### src/rtl/fir_mac_filter_pkg.sv
// rtl/fir_mac_filter_pkg.sv - shared FSM type, width helpers and coefficient reset defaults for fir_mac_filter
package fir_pkg;

    typedef enum logic [1:0] {
        IDLE  = 2'd0,
        MAC   = 2'd1,
        ROUND = 2'd2
    } fir_state_e;

    // Coefficient reset: a unit impulse of 2^SHIFT on tap 0, all other taps zero.
    localparam int unsigned COEF_RST_TAP   = 0;
    localparam int          COEF_RST_SHIFT = 10;

    function automatic int acc_width(input int data_w, input int coef_w, input int taps);
        return data_w + coef_w + $clog2(taps);
    endfunction

    function automatic logic [31:0] midscale(input int w);
        return 32'd1 << (w - 1);
    endfunction

    function automatic logic [31:0] impulse(input int shift);
        return 32'd1 << shift;
    endfunction

endpackage

### src/rtl/fir_mac_filter_if.sv
// rtl/fir_mac_filter_if.sv - sample, coefficient and result signals of fir_mac_filter
interface fir_mac_filter_if #(
    parameter int DATA_W = 8,
    parameter int COEF_W = 12,
    parameter int TAPS   = 32,
    parameter int OUT_W  = 8
) ();
    localparam int AW = $clog2(TAPS);

    logic              in_valid;
    logic [DATA_W-1:0] in_data;
    logic              in_ready;
    logic              coef_we;
    logic [AW-1:0]     coef_addr;
    logic [COEF_W-1:0] coef_data;
    logic              coef_drop;
    logic              out_valid;
    logic [OUT_W-1:0]  out_data;
    logic              sat;

    modport master (
        output in_valid, in_data, coef_we, coef_addr, coef_data,
        input  in_ready, coef_drop, out_valid, out_data, sat
    );

    modport slave (
        input  in_valid, in_data, coef_we, coef_addr, coef_data,
        output in_ready, coef_drop, out_valid, out_data, sat
    );

endinterface

### src/rtl/fir_mac_filter_coef_ram.sv
// rtl/fir_mac_filter_coef_ram.sv - TAPS x COEF_W coefficient register file, unit-impulse reset
module fir_coef_ram
    import fir_pkg::*;
#(
    parameter int COEF_W = 12,
    parameter int TAPS   = 32,
    parameter int SHIFT  = COEF_RST_SHIFT,
    parameter int AW     = $clog2(TAPS)
) (
    input  logic              clk_i,
    input  logic              rstn_i,
    input  logic              we_i,
    input  logic [AW-1:0]     waddr_i,
    input  logic [COEF_W-1:0] wdata_i,
    input  logic [AW-1:0]     raddr_i,
    output logic [COEF_W-1:0] rdata_o
);
    localparam logic [COEF_W-1:0] UNIT = COEF_W'(impulse(SHIFT));

    logic [COEF_W-1:0] mem_q [TAPS];

    always_ff @(posedge clk_i) begin
        if (!rstn_i) begin
            for (int i = 0; i < TAPS; i++) begin
                mem_q[i] <= (i == COEF_RST_TAP) ? UNIT : '0;
            end
        end else if (we_i && (int'(waddr_i) < TAPS)) begin
            mem_q[waddr_i] <= wdata_i;
        end
    end

    assign rdata_o = mem_q[raddr_i];

endmodule

### src/rtl/fir_mac_filter.sv
// rtl/fir_mac_filter.sv - serial-MAC FIR filter, one shared multiplier; FIR_SAT_EN selects clamping over wrap
module fir_mac_filter
    import fir_pkg::*;
#(
    parameter int DATA_W = 8,
    parameter int COEF_W = 12,
    parameter int TAPS   = 32,
    parameter int SHIFT  = COEF_RST_SHIFT,
    parameter int OUT_W  = 8
) (
    input  logic            CLK,
    input  logic            RSTn,
    fir_mac_filter_if.slave bus
);
    localparam int AW    = $clog2(TAPS);
    localparam int ACC_W = acc_width(DATA_W, COEF_W, TAPS);
    localparam int PW    = DATA_W + COEF_W;
    localparam int RW    = ACC_W + 1 - SHIFT;
    localparam logic [AW-1:0]    LAST     = AW'(TAPS - 1);
    localparam logic [OUT_W-1:0] MID      = OUT_W'(midscale(OUT_W));
    localparam logic [ACC_W:0]   RND_BIAS = (ACC_W + 1)'(impulse(SHIFT - 1));

    fir_state_e               state_q, state_d;
    logic [AW-1:0]            k_q, k_d;
    logic [AW-1:0]            rd_q, rd_d;
    logic [AW-1:0]            wr_ptr_q, wr_ptr_d;
    logic signed [ACC_W-1:0]  acc_q, acc_d;
    logic                     in_ready_q, in_ready_d;
    logic                     out_valid_q, out_valid_d;
    logic [OUT_W-1:0]         out_data_q, out_data_d;
    logic                     sat_q, sat_d;
    logic                     coef_drop_q, coef_drop_d;
    logic signed [DATA_W-1:0] dl_q [TAPS];

    logic                     accept, dl_we, coef_wr;
    logic signed [DATA_W-1:0] x_in, x_rd;
    logic [COEF_W-1:0]        coef_raw;
    logic signed [COEF_W-1:0] coef_rd;
    logic signed [PW-1:0]     prod;
    logic signed [ACC_W-1:0]  prod_ext;
    logic [ACC_W:0]           rnd;
    logic [RW-1:0]            res;
    logic [OUT_W-1:0]         res_out;
    logic                     res_sat;
    logic                     unused_rnd;

    assign accept  = bus.in_valid && in_ready_q;
    assign coef_wr = bus.coef_we && (state_q == IDLE);
    assign x_in    = {~bus.in_data[DATA_W-1], bus.in_data[DATA_W-2:0]};

    fir_coef_ram #(
        .COEF_W (COEF_W),
        .TAPS   (TAPS),
        .SHIFT  (SHIFT),
        .AW     (AW)
    ) u_coef (
        .clk_i   (CLK),
        .rstn_i  (RSTn),
        .we_i    (coef_wr),
        .waddr_i (bus.coef_addr),
        .wdata_i (bus.coef_data),
        .raddr_i (k_q),
        .rdata_o (coef_raw)
    );

    assign coef_rd  = coef_raw;
    assign x_rd     = dl_q[rd_q];
    assign prod     = x_rd * coef_rd;
    assign prod_ext = {{(ACC_W - PW){prod[PW-1]}}, prod};

    // Round half up, then arithmetic shift: taking the upper slice is the >>> SHIFT.
    assign rnd = {acc_q[ACC_W-1], acc_q} + RND_BIAS;
    assign res = rnd[ACC_W:SHIFT];

`ifdef FIR_SAT_EN
    logic [RW-OUT_W:0] res_hi;
    logic              pos_ovf, neg_ovf;

    assign res_hi  = res[RW-1:OUT_W-1];
    assign pos_ovf = !res[RW-1] && (|res_hi);
    assign neg_ovf =  res[RW-1] && !(&res_hi);

    always_comb begin
        res_out = {~res[OUT_W-1], res[OUT_W-2:0]};
        res_sat = pos_ovf || neg_ovf;
        if (pos_ovf) begin
            res_out = '1;
        end else if (neg_ovf) begin
            res_out = '0;
        end
    end

    assign unused_rnd = ^rnd[SHIFT-1:0];
`else
    assign res_out    = {~res[OUT_W-1], res[OUT_W-2:0]};
    assign res_sat    = 1'b0;
    assign unused_rnd = ^{rnd[SHIFT-1:0], res[RW-1:OUT_W]};
`endif

    always_comb begin
        state_d     = state_q;
        k_d         = k_q;
        rd_d        = rd_q;
        wr_ptr_d    = wr_ptr_q;
        acc_d       = acc_q;
        out_valid_d = 1'b0;
        out_data_d  = out_data_q;
        sat_d       = sat_q;
        dl_we       = 1'b0;
        case (state_q)
            IDLE: begin
                if (accept) begin
                    state_d  = MAC;
                    k_d      = '0;
                    rd_d     = wr_ptr_q;
                    wr_ptr_d = (wr_ptr_q == LAST) ? '0 : wr_ptr_q + AW'(1);
                    acc_d    = '0;
                    dl_we    = 1'b1;
                end
            end
            MAC: begin
                // rd walks backwards from the newest sample with an explicit wrap,
                // so non-power-of-two TAPS index correctly.
                acc_d = acc_q + prod_ext;
                k_d   = k_q + AW'(1);
                rd_d  = (rd_q == '0) ? LAST : rd_q - AW'(1);
                if (k_q == LAST) begin
                    state_d = ROUND;
                end
            end
            ROUND: begin
                state_d     = IDLE;
                out_valid_d = 1'b1;
                out_data_d  = res_out;
                sat_d       = res_sat;
            end
            default: state_d = IDLE;
        endcase
        in_ready_d  = (state_d == IDLE);
        coef_drop_d = bus.coef_we && (state_q != IDLE);
    end

    always_ff @(posedge CLK) begin
        if (!RSTn) begin
            state_q     <= IDLE;
            k_q         <= '0;
            rd_q        <= '0;
            wr_ptr_q    <= '0;
            acc_q       <= '0;
            in_ready_q  <= 1'b0;
            out_valid_q <= 1'b0;
            out_data_q  <= MID;
            sat_q       <= 1'b0;
            coef_drop_q <= 1'b0;
        end else begin
            state_q     <= state_d;
            k_q         <= k_d;
            rd_q        <= rd_d;
            wr_ptr_q    <= wr_ptr_d;
            acc_q       <= acc_d;
            in_ready_q  <= in_ready_d;
            out_valid_q <= out_valid_d;
            out_data_q  <= out_data_d;
            sat_q       <= sat_d;
            coef_drop_q <= coef_drop_d;
        end
    end

    always_ff @(posedge CLK) begin
        if (!RSTn) begin
            for (int i = 0; i < TAPS; i++) begin
                dl_q[i] <= '0;
            end
        end else if (dl_we) begin
            dl_q[wr_ptr_q] <= x_in;
        end
    end

    assign bus.in_ready  = in_ready_q;
    assign bus.out_valid = out_valid_q;
    assign bus.out_data  = out_data_q;
    assign bus.sat       = sat_q;
    assign bus.coef_drop = coef_drop_q;

endmodule

### src/flat_wrapper.sv
// flat-port wrapper written by rule: the top's interface ports become plain ports
module fir_mac_filter_flat import fir_pkg::*;
#(
    parameter int DATA_W = 8,
    parameter int COEF_W = 12,
    parameter int TAPS   = 32,
    parameter int SHIFT  = COEF_RST_SHIFT,
    parameter int OUT_W  = 8
)
  (CLK, RSTn, bus_in_valid, bus_in_data, bus_coef_we, bus_coef_addr, bus_coef_data, bus_in_ready, bus_coef_drop, bus_out_valid, bus_out_data, bus_sat);
  fir_mac_filter_if #(.DATA_W(DATA_W), .COEF_W(COEF_W), .TAPS(TAPS), .OUT_W(OUT_W)) bus_i ();
  input  logic CLK;
  input  logic RSTn;
  input wire logic [$bits(bus_i.in_valid)-1:0] bus_in_valid;
  input wire logic [$bits(bus_i.in_data)-1:0] bus_in_data;
  input wire logic [$bits(bus_i.coef_we)-1:0] bus_coef_we;
  input wire logic [$bits(bus_i.coef_addr)-1:0] bus_coef_addr;
  input wire logic [$bits(bus_i.coef_data)-1:0] bus_coef_data;
  output wire logic [$bits(bus_i.in_ready)-1:0] bus_in_ready;
  output wire logic [$bits(bus_i.coef_drop)-1:0] bus_coef_drop;
  output wire logic [$bits(bus_i.out_valid)-1:0] bus_out_valid;
  output wire logic [$bits(bus_i.out_data)-1:0] bus_out_data;
  output wire logic [$bits(bus_i.sat)-1:0] bus_sat;
  assign bus_i.in_valid = bus_in_valid;
  assign bus_i.in_data = bus_in_data;
  assign bus_i.coef_we = bus_coef_we;
  assign bus_i.coef_addr = bus_coef_addr;
  assign bus_i.coef_data = bus_coef_data;
  assign bus_in_ready = bus_i.in_ready;
  assign bus_coef_drop = bus_i.coef_drop;
  assign bus_out_valid = bus_i.out_valid;
  assign bus_out_data = bus_i.out_data;
  assign bus_sat = bus_i.sat;
  fir_mac_filter #(.DATA_W(DATA_W), .COEF_W(COEF_W), .TAPS(TAPS), .SHIFT(SHIFT), .OUT_W(OUT_W)) u_core (.CLK(CLK), .RSTn(RSTn), .bus(bus_i));
endmodule
### config.mk
export PLATFORM = sky130hd
export DESIGN_NAME = fir_mac_filter_flat
export DESIGN_NICKNAME = d
export VERILOG_FILES = /design/src/rtl/fir_mac_filter_pkg.sv /design/src/rtl/fir_mac_filter_if.sv /design/src/rtl/fir_mac_filter_coef_ram.sv /design/src/rtl/fir_mac_filter.sv /design/src/flat_wrapper.sv
export SDC_FILE = /design/constraint.sdc
export NUM_CORES = 1
export LEC_CHECK = 0
export CAP_MARGIN = 40
export CORE_ASPECT_RATIO = 0.7
export CORE_UTILIZATION = 53
export CTS_BUF_LIST = sky130_fd_sc_hd__clkbuf_8
export DETAILED_ROUTE_END_ITERATION = 7
export PLACE_DENSITY = 0.69
export RECOVER_POWER = 50
export REMOVE_ABC_BUFFERS = 1
export SETUP_SLACK_MARGIN = 0.1
export SLEW_MARGIN = 25
export SYNTH_ARGS = -nofsm -noshare
export SYNTH_HDL_FRONTEND = slang
export SYNTH_HIERARCHICAL = 1
export SYNTH_SLANG_ARGS = --single-unit
### constraint.sdc
create_clock -name CLK -period 7.6 [get_ports CLK]
set_input_delay 0.76 -clock CLK [delete_from_list [all_inputs] [get_ports CLK]]
set_output_delay 0.76 -clock CLK [all_outputs]
set_load 0.005 [all_outputs]
# Word level (Yosys, flattened, before mapping)
# Memory sizes are Yosys's and may differ from the RTL's. A register that Yosys moved wholly into a read port is not among the register bits.
# Cells that the tools add are included.
# totals
wordCells,67
ram_bits,640
regBits,53
inputBits,29
output_inout_bits,12
n_memories,2
# memory_table
name,words,width,read_ports,rd_ports_with_merged_regs,write_ports,line,rtl
u_core.u_coef.mem_q,32,12,1,1,32,fir_mac_filter_coef_ram.sv:20,logic [COEF_W-1:0] mem_q [TAPS];
u_core.dl_q,32,8,1,1,32,fir_mac_filter.sv:33,logic signed [DATA_W-1:0] dl_q [TAPS];
# op_classes
muxes,31
addsub,5
bitwise,2
n_reduce_logical,12
n_mul,1
eq_ne,5
# op_table
operator,n
$mux W5,10
$pmux W25 S2,1
$add A25 B20 Y25,1
$mux W25,1
$mul A8 B12 Y20,1
$pmux W5 S2,2
$add A18 B11 Y18 const B,1
$mux W1,12
$mux W12,1
$reduce_or A12 Y1,1
$add A5 B1 Y5 const B,2
$eq A5 B5 Y1 const B,2
$mux W8,1
$reduce_or A8 Y1,1
$logic_not A5 Y1,1
$sub A5 B1 Y5 const B,1
$logic_not A2 Y1,2
$mux W2,2
$pmux W2 S2,1
$reduce_and A2 Y1,2
$reduce_bool A2 Y1,2
$logic_and A1 B1 Y1,3
$eq A2 B1 Y1 const B,1
$eq A2 B2 Y1 const B,1
other kinds (2),3

# Depth between registers and ports, before layout
# Gate-level depths: netlist of run 1.
# depth
word_depth,8
mapped_depth,29
depth_no_buf,26

# Cells and area by module
# Netlist of run 1, hierarchy kept.
# modules_own_cells
module,seq_area_each_um2,area_each_um2,cells_per_inst,n_inst
fir_coef_ram,11531.1,18016.0,1352,1
fir_mac_filter,8708.4,17505.5,1418,1

# Worst setup path after synthesis of run 1
# OpenSTA, ideal clock, no wires.
# synth_timing
kind,register to register
start,register with a tool-made name
end,register u_core.acc_q[14]
path_stages_with_launch,25
n_path_buf,4
slack_ns,1.178
period_less_slack_ns,6.422
required_ns,7.526
arrival_ns,6.348
setup_time_ns,0.074
cell_sequence,dfxtp_1 buf_2 clkbuf_1 clkbuf_1 mux4_2 mux4_2 mux2i_1 buf_2 nor2b_1 fa_1 inv_1 fa_1 inv_1 fa_1 fa_1 fa_1 ha_1 o21ai_0 a21boi_0 o21ai_0 a21oi_1 a41oi_1 and2_1 xor2_1 o21ai_0
# synth_lines
element,line,rtl
to (signal assigned),fir_mac_filter.sv:149,acc_q <= '0;
to (signal assigned),fir_mac_filter.sv:160,acc_q <= acc_d;
to (decl),fir_mac_filter.sv:27,"logic signed [ACC_W-1:0] acc_q, acc_d;"

==> results.py, run 1 <==
metrics = {
    "die": {
        "die_h_um": 219,
        "die_w_um": 311,
        "std_cell_rows": 79,
        "die-area_mm2": 0.0681,
        "core_mm2": 0.0663,
        "io_pins": 41,
        "initial_core_util_pct": 53.6,
    },
    "routing": {
        "num_vias": 22200,
        "ant_nets": 0,
        "viasPerCell": 5.94,
        "post_drt_wl_per_cell_um": 23.8,
        "drc": 4,
        "detail_route.iter0.violations": 2731,
        "dr.pass1.iters": 7,
        "wl_um": 89000,
    },
    "synth": {
        "synth_top_area_share_pct": 54.1,
        "ys_seq_area_share_pct": 57.0,
        "ys_ff_latch": 691,
        "synth_commonest_cells": "640 x edfxtp_1, 392 x and2_1, 237 x and3_1, 201 x mux2i_1, 183 x clkbuf_1",
        "synth-simple-area-share_pct": 17.0,
        "yosysMostFrequentCell": "edfxtp_1",
        "synthAdderAreaFrac_pct": 6.69,
        "syn_inst": 2770,
        "synthTopCellsByArea": "edfxtp_1 54%, and2_1 6.9%, mux2i_1 5.7%",
        "synth-main-ff-cell": "edfxtp_1",
        "synth-xor-area-share_pct": 0.764,
        "synth.largest_area_cell": "edfxtp_1",
        "synth_top_family_by_area": "simple AND/OR/NAND/NOR gates",
        "synthArstFlopShare_pct": 0,
        "synth_edf_count": 640,
        "synth_area_per_cell_um2": 12.8,
        "synthMuxAreaShare_pct": 10.1,
        "syn_area_mm2": 0.0355,
        "yosysWarningCount": 6,
        "ys_types": 61,
        "synth_compound_area_share_pct": 4.33,
    },
    "critical_path": {
        "worstPathRequired_ps": 8220,
        "reg2reg_depth": 20,
        "path_class": "reg -> reg",
        "cp-start-kind": "flop",
        "worstPathMaxFanout": 29,
        "end_kind": "flop",
        "arrival_ps": 7590,
    },
    "clocking": {
        "cts_setup_buffers": 0,
        "cts_made_buffers": 104,
        "clk_latency_ps": 760,
        "htree_levels": 3,
        "path_clk_slew_ps": 60,
        "cts_buffer_depth": 3,
        "post_cts_resize_count": 0,
        "cts_tree": "built",
        "clock_sinks": 691,
        "cts_root_buf": "clkbuf_8",
        "cts_hold_buf": 0,
    },
    "placement": {
        "place_congestion": 0.925,
        "io_buffers": 39,
        "post-dp-hpwl_um": 57800,
        "dpl_worst_slack_ps": 754,
        "place_area_mm2": 0.0368,
    },
    "power": {
        "total_power_mw": 10.2,
        "cellPowerDensity_mw_per_mm2": 264,
        "swShare_pct": 31.0,
        "power_frac_comb_pct": 27.7,
        "leakage_nw": 14.9,
        "peakVddDrop_mv": 0.230,
        "netSwitchingPower_mw": 3.18,
        "p_clk_share_pct": 29.0,
        "intPower_mw": 7.06,
        "seqPwrFrac_pct": 43.2,
    },
    "run_status": {
        "outcome": "finished with violations",
        "violations": "design-rule violations, max-capacitance violations, max-slew violations",
    },
    "sta": {
        "tightest_slew_ps": 2840,
        "rsz0062_at_grt": "false",
        "min_period_ps": 6970,
        "setup_viol": 0,
        "relSlewSlack_pct": -89.6,
        "max_freq_mhz": 143,
        "hold_ws_ps": 463,
        "hold_viol": 0,
        "fin_skew_ps": 49.9,
        "setup_ws_ps": 630,
        "timing.final.crit_share_pct": 91.7,
        "slew_viol_final": 102,
    },
    "finish": {
        "area.growth.synth_to_final_pct": 9.03,
        "drive_gt1_share_pct": 10.6,
        "utilization_pct": 58.4,
        "fillCellCount": 5255,
        "final_nets": 2928,
        "design_area_mm2": 0.0387,
    },
    "grt": {
        "grtUsageTotal_pct": 26.3,
        "grt-ovfl-total": 0,
        "grt_pass1_vias": 22100,
        "grt_max_degree": 55,
        "grt_first_pass_wirelength_um": 135000,
        "antenna_found_initial": 4,
    },
    "worst_hold_path": {
        "hold-path-cell-count": 2,
        "min_path_type": "reg -> reg",
    },
    "flow_run": {
        "drv_cap": 2,
    },
}
==> registers in the layout, indices dropped and copies added (netlist names), 2 cells and up, named ones only <==
register,count
u_core/k_q,5
u_core/bus.out_data,8
u_core/dl_q,256
u_core/wr_ptr_q,5
u_core/u_coef/mem_q,384
u_core/acc_q,18
u_core/state_q,2
u_core/rd_q,5
==> placed cells by master, fill, tap and decap left out, types with 49 or more instances in the layout <==
cell type,netlist,layout
inv_1,78,106
and2_1,392,321
nor2b_1,63,61
and3_1,237,237
buf_4,16,53
mux4_2,65,65
ha_1,49,49
nand2_1,159,159
clkbuf_8,0,118
fa_1,88,88
nor2_1,96,96
and2_0,0,71
mux2i_1,201,201
edfxtp_1,640,640
o21ai_0,54,54
a22oi_1,50,50
==> critical path, stage by stage (launching register included) <==
cell      delay, ps
dfxtp_2         810
buf_12          280
mux4_2          380
mux4_2          470
mux2i_1         390
buf_4           270
nor2b_1          80
fa_1            450
fa_1            470
fa_1            580
fa_1            440
fa_1            470
ha_1            340
o21ai_0         110
a21boi_0        230
o21ai_0         140
a21oi_1         250
a41oi_1         180
and2_1          200
xor2_1          130
o21ai_0         140
==> layer usage <==
metal  up-vias  wire [µm]  track usage (%)  share of wire (%)
met1     11100      39000             39.2                 44
li1       9912          -                -                  -
met4         0       1970             7.59                2.2
met5         -          0                0                  0
met3       135      10500             7.69                 12
met2      1045      37600             37.3                 42
==> power by group through the flow <==
stage	combinational [mW]	clock [mW]	sequential, mW
after floorplan	2.10	0	4.49
after global placement	2.75	0	4.50
after detailed placement	2.83	0	4.50
after CTS	2.85	3.02	4.42
after global routing	3.23	3.18	4.44
final	2.84	2.97	4.43
==> kinds of logic (layout without fill, tap and decap cells) <==
group,Yosys count,in the layout
simple gates,1069,1069
mux,277,277
flops,691,691
other cells,1,3
buf+inv,333,411
xor+xnor,31,31
fa+ha+maj,137,137
compound gates,231,231
==> path summary, 6_finish.rpt <==
kind | startpoint | end | slack [ps]
worst max register to register | flop | u_core/acc_q[14] | 630
worst max-delay path | flop | u_core/acc_q[14] | 630
worst min-delay path | u_core/acc_q[5] | u_core/acc_q[5] | 460
worst min register to register | u_core/acc_q[5] | u_core/acc_q[5] | 460
==> metrics by stage <==
| step | instances | setup TNS (ps) |
|---|---|---|
| 2_1_floorplan | 2516 | -55740 |
| 3_3_place_gp | 3534 | 0 |
| 3_5_place_dp | 3544 | 0 |
| 4_1_cts | 3736 | 0 |
| 5_1_grt | 3740 | 0 |
| 6_report | 3741 | 0 |
==> area by class of cell <==
class / instances / area (µm²) / share of cell area [%]
Tap cell: 891 / 1110 / 2.88
Clock buffer: 118 / 1620 / 4.19
Antenna cell: 2 / 5.00 / 0.0129
Inverter: 79 / 297 / 0.766
Timing Repair Buffer: 140 / 1200 / 3.09
Sequential cell: 691 / 20200 / 52.3
Clock inverter: 74 / 390 / 1.01
Multi-Input combinational cell: 1746 / 13900 / 35.8
No activity file was read; power rests on OpenSTA's default activity.
==> inputs of run 2 (changes only) <==
CELL_PAD_IN_SITES_DETAIL_PLACEMENT = 1   (was unset)
CELL_PAD_IN_SITES_GLOBAL_PLACEMENT = 2   (was unset)
CORE_UTILIZATION = 47   (was 53)
PLACE_DENSITY = 0.92   (was 0.69)
SLEW_MARGIN = unset   (was 25)
==> results.py, run 2 (same netlist as run 1, synthesis figures left out) <==
metrics = {
    "die": {
        "die_w_um": 331,
        "die_h_um": 232,
        "die-area_mm2": 0.0767,
        "io_pins": 41,
        "initial_core_util_pct": 48.0,
        "std_cell_rows": 83,
        "core_mm2": 0.0740,
    },
    "routing": {
        "highest_layer": "met4",
        "met3RoutedLength_um": 9280,
        "drc": 0,
        "wl_met2_um": 45000,
        "dr.pass1.iters": 5,
        "post_drt_wl_per_cell_um": 26.2,
        "detail_route.iter0.violations": 2402,
        "ant_nets": 0,
        "drt-met1-wl_um": 43700,
        "viasPerCell": 5.98,
        "wl_um": 100000,
        "num_vias": 22900,
    },
    "critical_path": {
        "r2r_setup_slack_ps": 510,
        "crit_family": "adder cells",
        "crit_top_cell": "fa_1",
        "cp.buffers_inverters": 2,
        "arrival_ps": 7740,
        "cp_slowest_cell": "fa_1",
        "worstPathRequired_ps": 8250,
        "end_kind": "flop",
        "path_class": "reg -> reg",
        "worstPathMaxFanout": 84,
        "cp-start-kind": "flop",
        "max_stage_delay_ps": 510,
        "path_cells": "buf_12 -> mux2i_1 -> a22oi_1 -> a31oi_1 -> nand3_1 -> or2_2 -> fa_1 -> fa_1 -> inv_1 -> fa_1 -> fa_1 -> fa_1 -> ha_1 -> o21ai_0 -> a21boi_0 -> o21ai_0 -> a21oi_1 -> a41oi_1 -> and2_1 -> xor2_1 -> o21ai_0",
    },
    "power": {
        "cellPowerDensity_mw_per_mm2": 266,
        "total_power_mw": 10.3,
        "peakVddDrop_mv": 0.254,
        "intPower_mw": 6.98,
        "power_frac_comb_pct": 28.6,
        "swShare_pct": 32.1,
        "leakage_nw": 14.8,
        "seqPwrFrac_pct": 43.1,
        "netSwitchingPower_mw": 3.30,
        "p_clk_share_pct": 28.2,
    },
    "sta": {
        "slew_viol_final": 211,
        "tightest_slew_ps": 3260,
        "relSlewSlack_pct": -117,
        "fin_skew_ps": 32.4,
        "min_period_ps": 7090,
        "timing.final.crit_share_pct": 93.3,
        "hold_viol": 0,
        "max_freq_mhz": 141,
        "rsz0062_at_grt": "false",
        "setup_viol": 0,
        "hold_ws_ps": 464,
        "setup_ws_ps": 507,
    },
    "grt": {
        "grtUsageTotal_pct": 26.3,
        "grt_pass1_vias": 24100,
        "antenna_found_initial": 0,
        "grt_max_degree": 85,
        "grt-ovfl-total": 0,
        "grt_first_pass_wirelength_um": 150000,
    },
    "clocking": {
        "cts_hold_buf": 0,
        "cts_made_buffers": 106,
        "cts_tree": "built",
        "cts_buffer_depth": 3,
        "clock_sinks": 691,
        "cts_root_buf": "clkbuf_8",
        "htree_levels": 3,
        "path_clk_slew_ps": 60,
        "clk_latency_ps": 750,
        "post_cts_resize_count": 0,
    },
    "finish": {
        "fillCellCount": 7390,
        "top_regs": "u_core/u_coef/mem_q: 384 flops, u_core/dl_q: 256 flops, u_core/acc_q: 18 flops",
        "design_area_mm2": 0.0387,
        "final_nets": 2929,
        "layout.cells.most_common_list": "640 x edfxtp_1, 283 x and2_1, 236 x and3_1, 201 x mux2i_1, 159 x nand2_1",
        "top_register": "u_core/u_coef/mem_q",
        "drive_gt1_share_pct": 10.1,
        "largest_register_ff_count": 384,
        "layout_commonest_cell": "edfxtp_1",
        "utilization_pct": 52.3,
        "area.growth.synth_to_final_pct": 8.92,
    },
    "placement": {
        "post-dp-hpwl_um": 65900,
        "io_buffers": 39,
        "dpl_worst_slack_ps": 312,
        "place_area_mm2": 0.0369,
        "place_congestion": 0.888,
    },
    "worst_hold_path": {
        "min_path_type": "reg -> reg",
    },
    "run_status": {
        "violations": "max-capacitance violations, max-slew violations",
        "outcome": "finished with violations",
    },
    "flow_run": {
        "drv_cap": 5,
    },
}
## run 2: worst min-delay path: cells and delay by family (launching register included)
family | cells | cell delay, ps
flip-flops | 1 | 330
AO/OA/AOI/OAI | 1 | 60
AND/OR/NAND/NOR | 1 | 50
## run 2: power by group through the flow
stage	logic (mW)	clock network (mW)	registers (mW)
floorplan	2.10	0	4.49
global placement	2.78	0	4.50
detailed placement	2.93	0	4.52
CTS	2.96	2.95	4.44
global route	3.33	3.09	4.45
finish	2.94	2.90	4.43
## run 2: per-layer routing
| layer | GRT usage [%] | vias up |
|---|---|---|
| met5 | 0 | - |
| met4 | 7.23 | 0 |
| met2 | 39.5 | 964 |
| met3 | 6.85 | 149 |
| met1 | 37.7 | 11800 |
| li1 | - | 9895 |
## run 2: final cells by class
class | instances | area (µm²) | area share [%]
multi-input cells | 1746 | 13900 | 35.8
clock buffers | 108 | 1490 | 3.84
clock inverters | 81 | 423 | 1.09
repair buffers | 139 | 1160 | 2.99
diodes | 1 | 2.50 | 0.00647
inverters | 79 | 297 | 0.766
flip-flops and latches | 691 | 20200 | 52.3
well taps | 977 | 1220 | 3.16
## run 2: final timing paths
kind | startpoint | end | depth (start not counted)
worst min register to register | u_core/acc_q[7] | u_core/acc_q[7] | 2
worst min-delay path | u_core/acc_q[7] | u_core/acc_q[7] | 2
worst max register to register | u_core/k_q[1] | u_core/acc_q[14] | 21
worst max-delay path | u_core/k_q[1] | u_core/acc_q[14] | 21
## run 2: what timing repair did
item	CTS	global route
setup buffers	0	1
setup endpoints to repair	0	2
endpoints found under the hold margin	0	0
## run 2: through the flow
step | instances | setup TNS (ps)
6_report | 3822 | 0
4_1_cts | 3820 | 0
3_5_place_dp | 3631 | 0
3_3_place_gp | 3619 | 0
5_1_grt | 3821 | 0
2_1_floorplan | 2516 | -55740
==> edit 1, RTL diff (flow settings as in run 1) <==
The 3 states of `fir_state_e` get a one-hot encoding in 3 bits.
--- a/src/rtl/fir_mac_filter_pkg.sv
+++ b/src/rtl/fir_mac_filter_pkg.sv
@@ -1,10 +1,10 @@
 // rtl/fir_mac_filter_pkg.sv - shared FSM type, width helpers and coefficient reset defaults for fir_mac_filter
 package fir_pkg;
 
-    typedef enum logic [1:0] {
-        IDLE  = 2'd0,
-        MAC   = 2'd1,
-        ROUND = 2'd2
+    typedef enum logic [2:0] {
+        IDLE  = 3'b001,
+        MAC   = 3'b010,
+        ROUND = 3'b100
     } fir_state_e;
 
     // Coefficient reset: a unit impulse of 2^SHIFT on tap 0, all other taps zero.
Formal check against the unedited RTL: same outputs for any inputs over 4 cycles, from zero or initial values and one cycle with RSTn low; so few cycles prove little.
==> edit 1 against run 1 <==
The flow finishes with violations (max-capacitance violations, max-slew violations). Final area is 0.11% lower. Die area hardly changed. Worst setup slack worse by 260 ps. Sequential share of layout area is 0.12 points higher. Synthesized area hardly changed. First-iteration DRC count is 3.7% lower. Routed wire length is 2.8% higher. Sequential cell count is 1 higher.
Power is not compared: it rests on default switching activity, and its combinational part moved more than twofold at a synthesized area within 25%.
==> edit 1: results (changes against run 1) <==
crit path time final=7230 ps (+262 ps); WP data arrival=7850 ps (+260 ps); Final ANT Viol Nets=0 (unchanged); Nets=2916 (-0.41%); HPWL Detailed=59.3 mm (+2.5%); Mapped Cells=2745 (-0.90%); Crit path max-delay family=adder cells; dpl ws=474 ps (-280 ps); Vias/cell=5.99 (+0.73%); largest net degree at the start of global routing=66 (+20%); number of library cell types mapped by synthesis=58 (-4.9%); first-pass GRT wire length=137 mm (+2.0%); Slew Limit Fails=167 (+64%); placed cell area=0.0367 sq mm (-0.39%); grt met3 use=6.58% (-1.1 points); CTS Buffer Depth=3 (unchanged); post-route insts no fill=3728 (-0.35%); vias in the first global route=21600 (-1.8%); Post-synth EDFFs=640 (unchanged); placed cells=3525 (-0.54%); status=finished with violations; post-synthesis sequential area ratio=57.0% (about the same); reg-to-reg slack, setup=370 ps (-260 ps); Setup Skew=41.0 ps (-8.90 ps); met1 GRT Util=42.3% (+3.1 points); adder-cell share of the synthesized area=6.68% (about the same); CP max stage delay=700 ps (-110 ps); FILL cells=5208 (-0.89%); layout cells sized above 1=10.5% (-0.16 points); Multi-input gate area=0.0138 sq mm (-0.15%); top post-synthesis cells by count=640 x edfxtp_1, 412 x and2_1, 236 x and3_1; headroom to the max-slew limit=-113% (-24 points); initial antenna violation count=2 (-2); All-Layer GR Usage=26.9% (+0.60 points); final hold viol count=0 (unchanged); Min Hold Slack=455 ps (-8.60 ps); failing checks=max-capacitance violations, max-slew violations; htree depth=3 (unchanged); Max Cap Viol=3 (+1); Worst-path clk slew=60 ps (about the same); first-pass iteration count of the detailed router=5 (-2); peak supply drop=135 uV; Hold WC Path Type=reg2reg; Port Buffer Count=39 (unchanged); multiplexer area fraction after synthesis=10.4% (+0.27 points); Num CTS Buffers=108 (+3.8%); fraction of registers with async set/reset=0% (unchanged); CP max stage cell=dfxtp_1; final wirelength=91.5 mm (+2.8%); largest fanout on the critical path=14 (-52%); largest cells by area after synthesis=edfxtp_1 54%, and2_1 7.3%, mux2i_1 5.9%; post-synthesis xor/xnor area fraction=0.814% (+0.049 points); Clock Latency Late Sink=740 ps (-20 ps); met2 Use GR=37.8% (+0.48 points); Synth Area in Compound Gates=4.33% (about the same); First DRT Iteration DRCs=2630 (-3.7%); Root Driver=clkbuf_8; yosys warns=6 (unchanged); global placement routability congestion=0.897 (-3.0%)
==> edit 1: routing by layer <==
| metal | part of all wire [%] | wire length [microns] |
|---|---|---|
| met1 | 47 | 42900 |
| met2 | 42 | 38400 |
| met3 | 9.9 | 9080 |
| met4 | 1.3 | 1180 |
| met5 | 0 | 0 |
==> edit 1: layout make-up <==
type,instances,area share [%]
sequential,692,52.4
multi-input combinational,1723,35.8
clock buffer,121,4.30
tap,891,2.88
timing repair buffer,141,2.76
clock inverter,74,1.07
inverter,84,0.815
antenna,2,0.0129
==> edit 1: worst paths after layout <==
path / from / to / depth (start not counted)
setup / recovery: u_core/k_q[0]$_SDFFE_PN0P_ / u_core/acc_q[16]$_SDFFE_PN0P_ / 21
hold / removal: u_core/acc_q[5]$_SDFFE_PN0P_ / u_core/acc_q[5]$_SDFFE_PN0P_ / 2
setup reg to reg: u_core/k_q[0]$_SDFFE_PN0P_ / u_core/acc_q[16]$_SDFFE_PN0P_ / 21
hold reg to reg: u_core/acc_q[5]$_SDFFE_PN0P_ / u_core/acc_q[5]$_SDFFE_PN0P_ / 2
==> edit 1: where the power goes <==
| group | leakage (nW) | switching [W] | internal (W) |
|---|---|---|---|
| Sequential | 6.94 | 0.0000483 | 0.00429 |
| Clock | 1.21 | 0.00148 | 0.00159 |
| Combinational | 6.77 | 0.000607 | 0.000400 |
| Total | 14.9 | 0.00213 | 0.00628 |
==> edit 1: repair_timing <==
action,in CTS,in global routing
endpoints found under the setup margin,0,1
buffers inserted,0,0
resized for setup,0,1
==> edit 2, RTL diff (config.mk and constraints of run 1) <==
Without the edit above. Build with the macro `FIR_SAT_EN` defined.
--- a/src/rtl/fir_mac_filter.sv
+++ b/src/rtl/fir_mac_filter.sv
@@ -1,4 +1,6 @@
 // rtl/fir_mac_filter.sv - serial-MAC FIR filter, one shared multiplier; FIR_SAT_EN selects clamping over wrap
+`define FIR_SAT_EN
+
 module fir_mac_filter
     import fir_pkg::*;
 #(
Check against the original RTL: not settled (the Yosys comparison gave no result); the edit may change what the design does.
==> edit 2 against run 1 <==
The flow finishes with violations (max-capacitance violations, max-slew violations). Routed wire length is 6.1% higher. Maximum frequency is 3.7% lower. Critical path type unchanged. Power is 18% higher. Final area is 4.4% higher. Count of clock-buffer cells in the layout is 10 lower. Sequential share of layout area is 1.8 points lower. Final cell count is 4.5% higher. Global-route usage is 0.28 points higher. Worst setup slack worse by 270 ps. Highest routed layer unchanged. Synthesized area is 4.8% higher. Sequential cell count is 8 higher.
==> edit 2: results (changes against run 1) <==
dpl ws=448 ps (-306 ps); LEAKAGE=15.7 nW (+5.8%); Clock Power=0.00290 W (-2%); post-route insts no fill=3911 (+4.5%); FILL cells=5353 (+1.9%); reg-to-reg slack, setup=360 ps (-270 ps); First DRT Iteration DRCs=3088 (+13%); Worst Reg-to-Reg Cells=22 (+10%); largest net degree at the start of global routing=65 (+18%); Post-synth EDFFs=640 (unchanged); Num CTS Buffers=107 (+2.9%); WP data arrival=7850 ps (+260 ps); Slew Limit Fails=186 (+82%); placed cell area=0.0385 sq mm (+4.5%); Port Buffer Count=40 (+2.6%); Synth top area share=51.6% (-2.5 points); HPWL Detailed=62.1 mm (+7.4%); Vias/cell=6.06 (+2.0%); post-synthesis xor/xnor area fraction=0.800% (+0.035 points); final wirelength=94.5 mm (+6.1%); status=finished with violations; global placement routability congestion=0.914 (-1.2%); layout cells sized above 1=10.6% (-0.064 points); pwr dens=299 mW/mm^2 (+13%); first-pass GRT wire length=143 mm (+5.9%); CP max stage delay=570 ps (-240 ps); Synth Area in Compound Gates=4.76% (+0.43 points); number of library cell types mapped by synthesis=62 (+1.6%); Combinational Power=0.00465 W (+64%); multiplexer area fraction after synthesis=10.3% (+0.21 points); Final WS setup=365 ps (-265 ps); initial antenna violation count=1 (-3); reg-to-reg endpoint=u_core/acc_q[22]$_SDFFE_PN0P_; Max Cap Viol=5 (+3); Setup Skew=50.4 ps (+0.408 ps); vias in the first global route=22800 (+3.5%); met1 GRT Util=42.4% (+3.2 points); post-synthesis sequential area ratio=54.8% (-2.2 points); largest cells by area after synthesis=edfxtp_1 52%, and2_1 6.6%, fa_1 6.5%; failing checks=max-capacitance violations, max-slew violations; peak supply drop=331 uV (+44%); grt met3 use=6.03% (-1.7 points); largest fanout on the critical path=14 (-52%); CP max stage cell=dfxtp_1; Nets=3149 (+7.5%); Mapped Cells=2920 (+5.4%); biggest regs=u_core/u_coef/mem_q (384), u_core/dl_q (256), u_core/acc_q (25); top post-synthesis cells by count=640 x edfxtp_1, 393 x and2_1, 241 x and3_1; DRC=0 (-4); first-pass iteration count of the detailed router=8 (+1); adder-cell share of the synthesized area=8.64% (+2.0 points); placed cells=3709 (+4.7%); Min Hold Slack=454 ps (-9.37 ps); Sw Pwr=0.00429 W (+35%); met2 Use GR=37.0% (-0.32 points); All-Layer GR Usage=26.6% (+0.28 points)
-- edit 2: critical path, delay by kind of cell (launching register included) --
kind,cells,cell delay (ps)
adders and majority gates,6,2760
AOI/OAI and AO/OA,6,1760
and+or+nand+nor,7,1610
DFF,1,570
buffers and inverters,3,400
-- edit 2: layout make-up --
cell class | instances | area, sq um | share of cell area, %
diodes | 2 | 5.00 | 0.0124
clock buffers | 108 | 1490 | 3.68
clock inverters | 73 | 412 | 1.02
inverters | 121 | 454 | 1.12
multi-input cells | 1845 | 15200 | 37.7
flip-flops and latches | 699 | 20400 | 50.5
well taps | 902 | 1130 | 2.79
repair buffers | 161 | 1300 | 3.22
-- edit 2: repair_timing --
| action | 4_1_cts | 5_1_grt |
|---|---|---|
| gates resized for setup | 0 | 1 |
| setup endpoints to repair | 0 | 3 |
| buffers inserted | 0 | 9 |
-- edit 2: metal layers --
metal,vias to the layer above,wire [microns]
met3,110,10700
met2,1214,39700
met4,0,1310
met1,11900,42800
li1,10500,-
met5,-,0
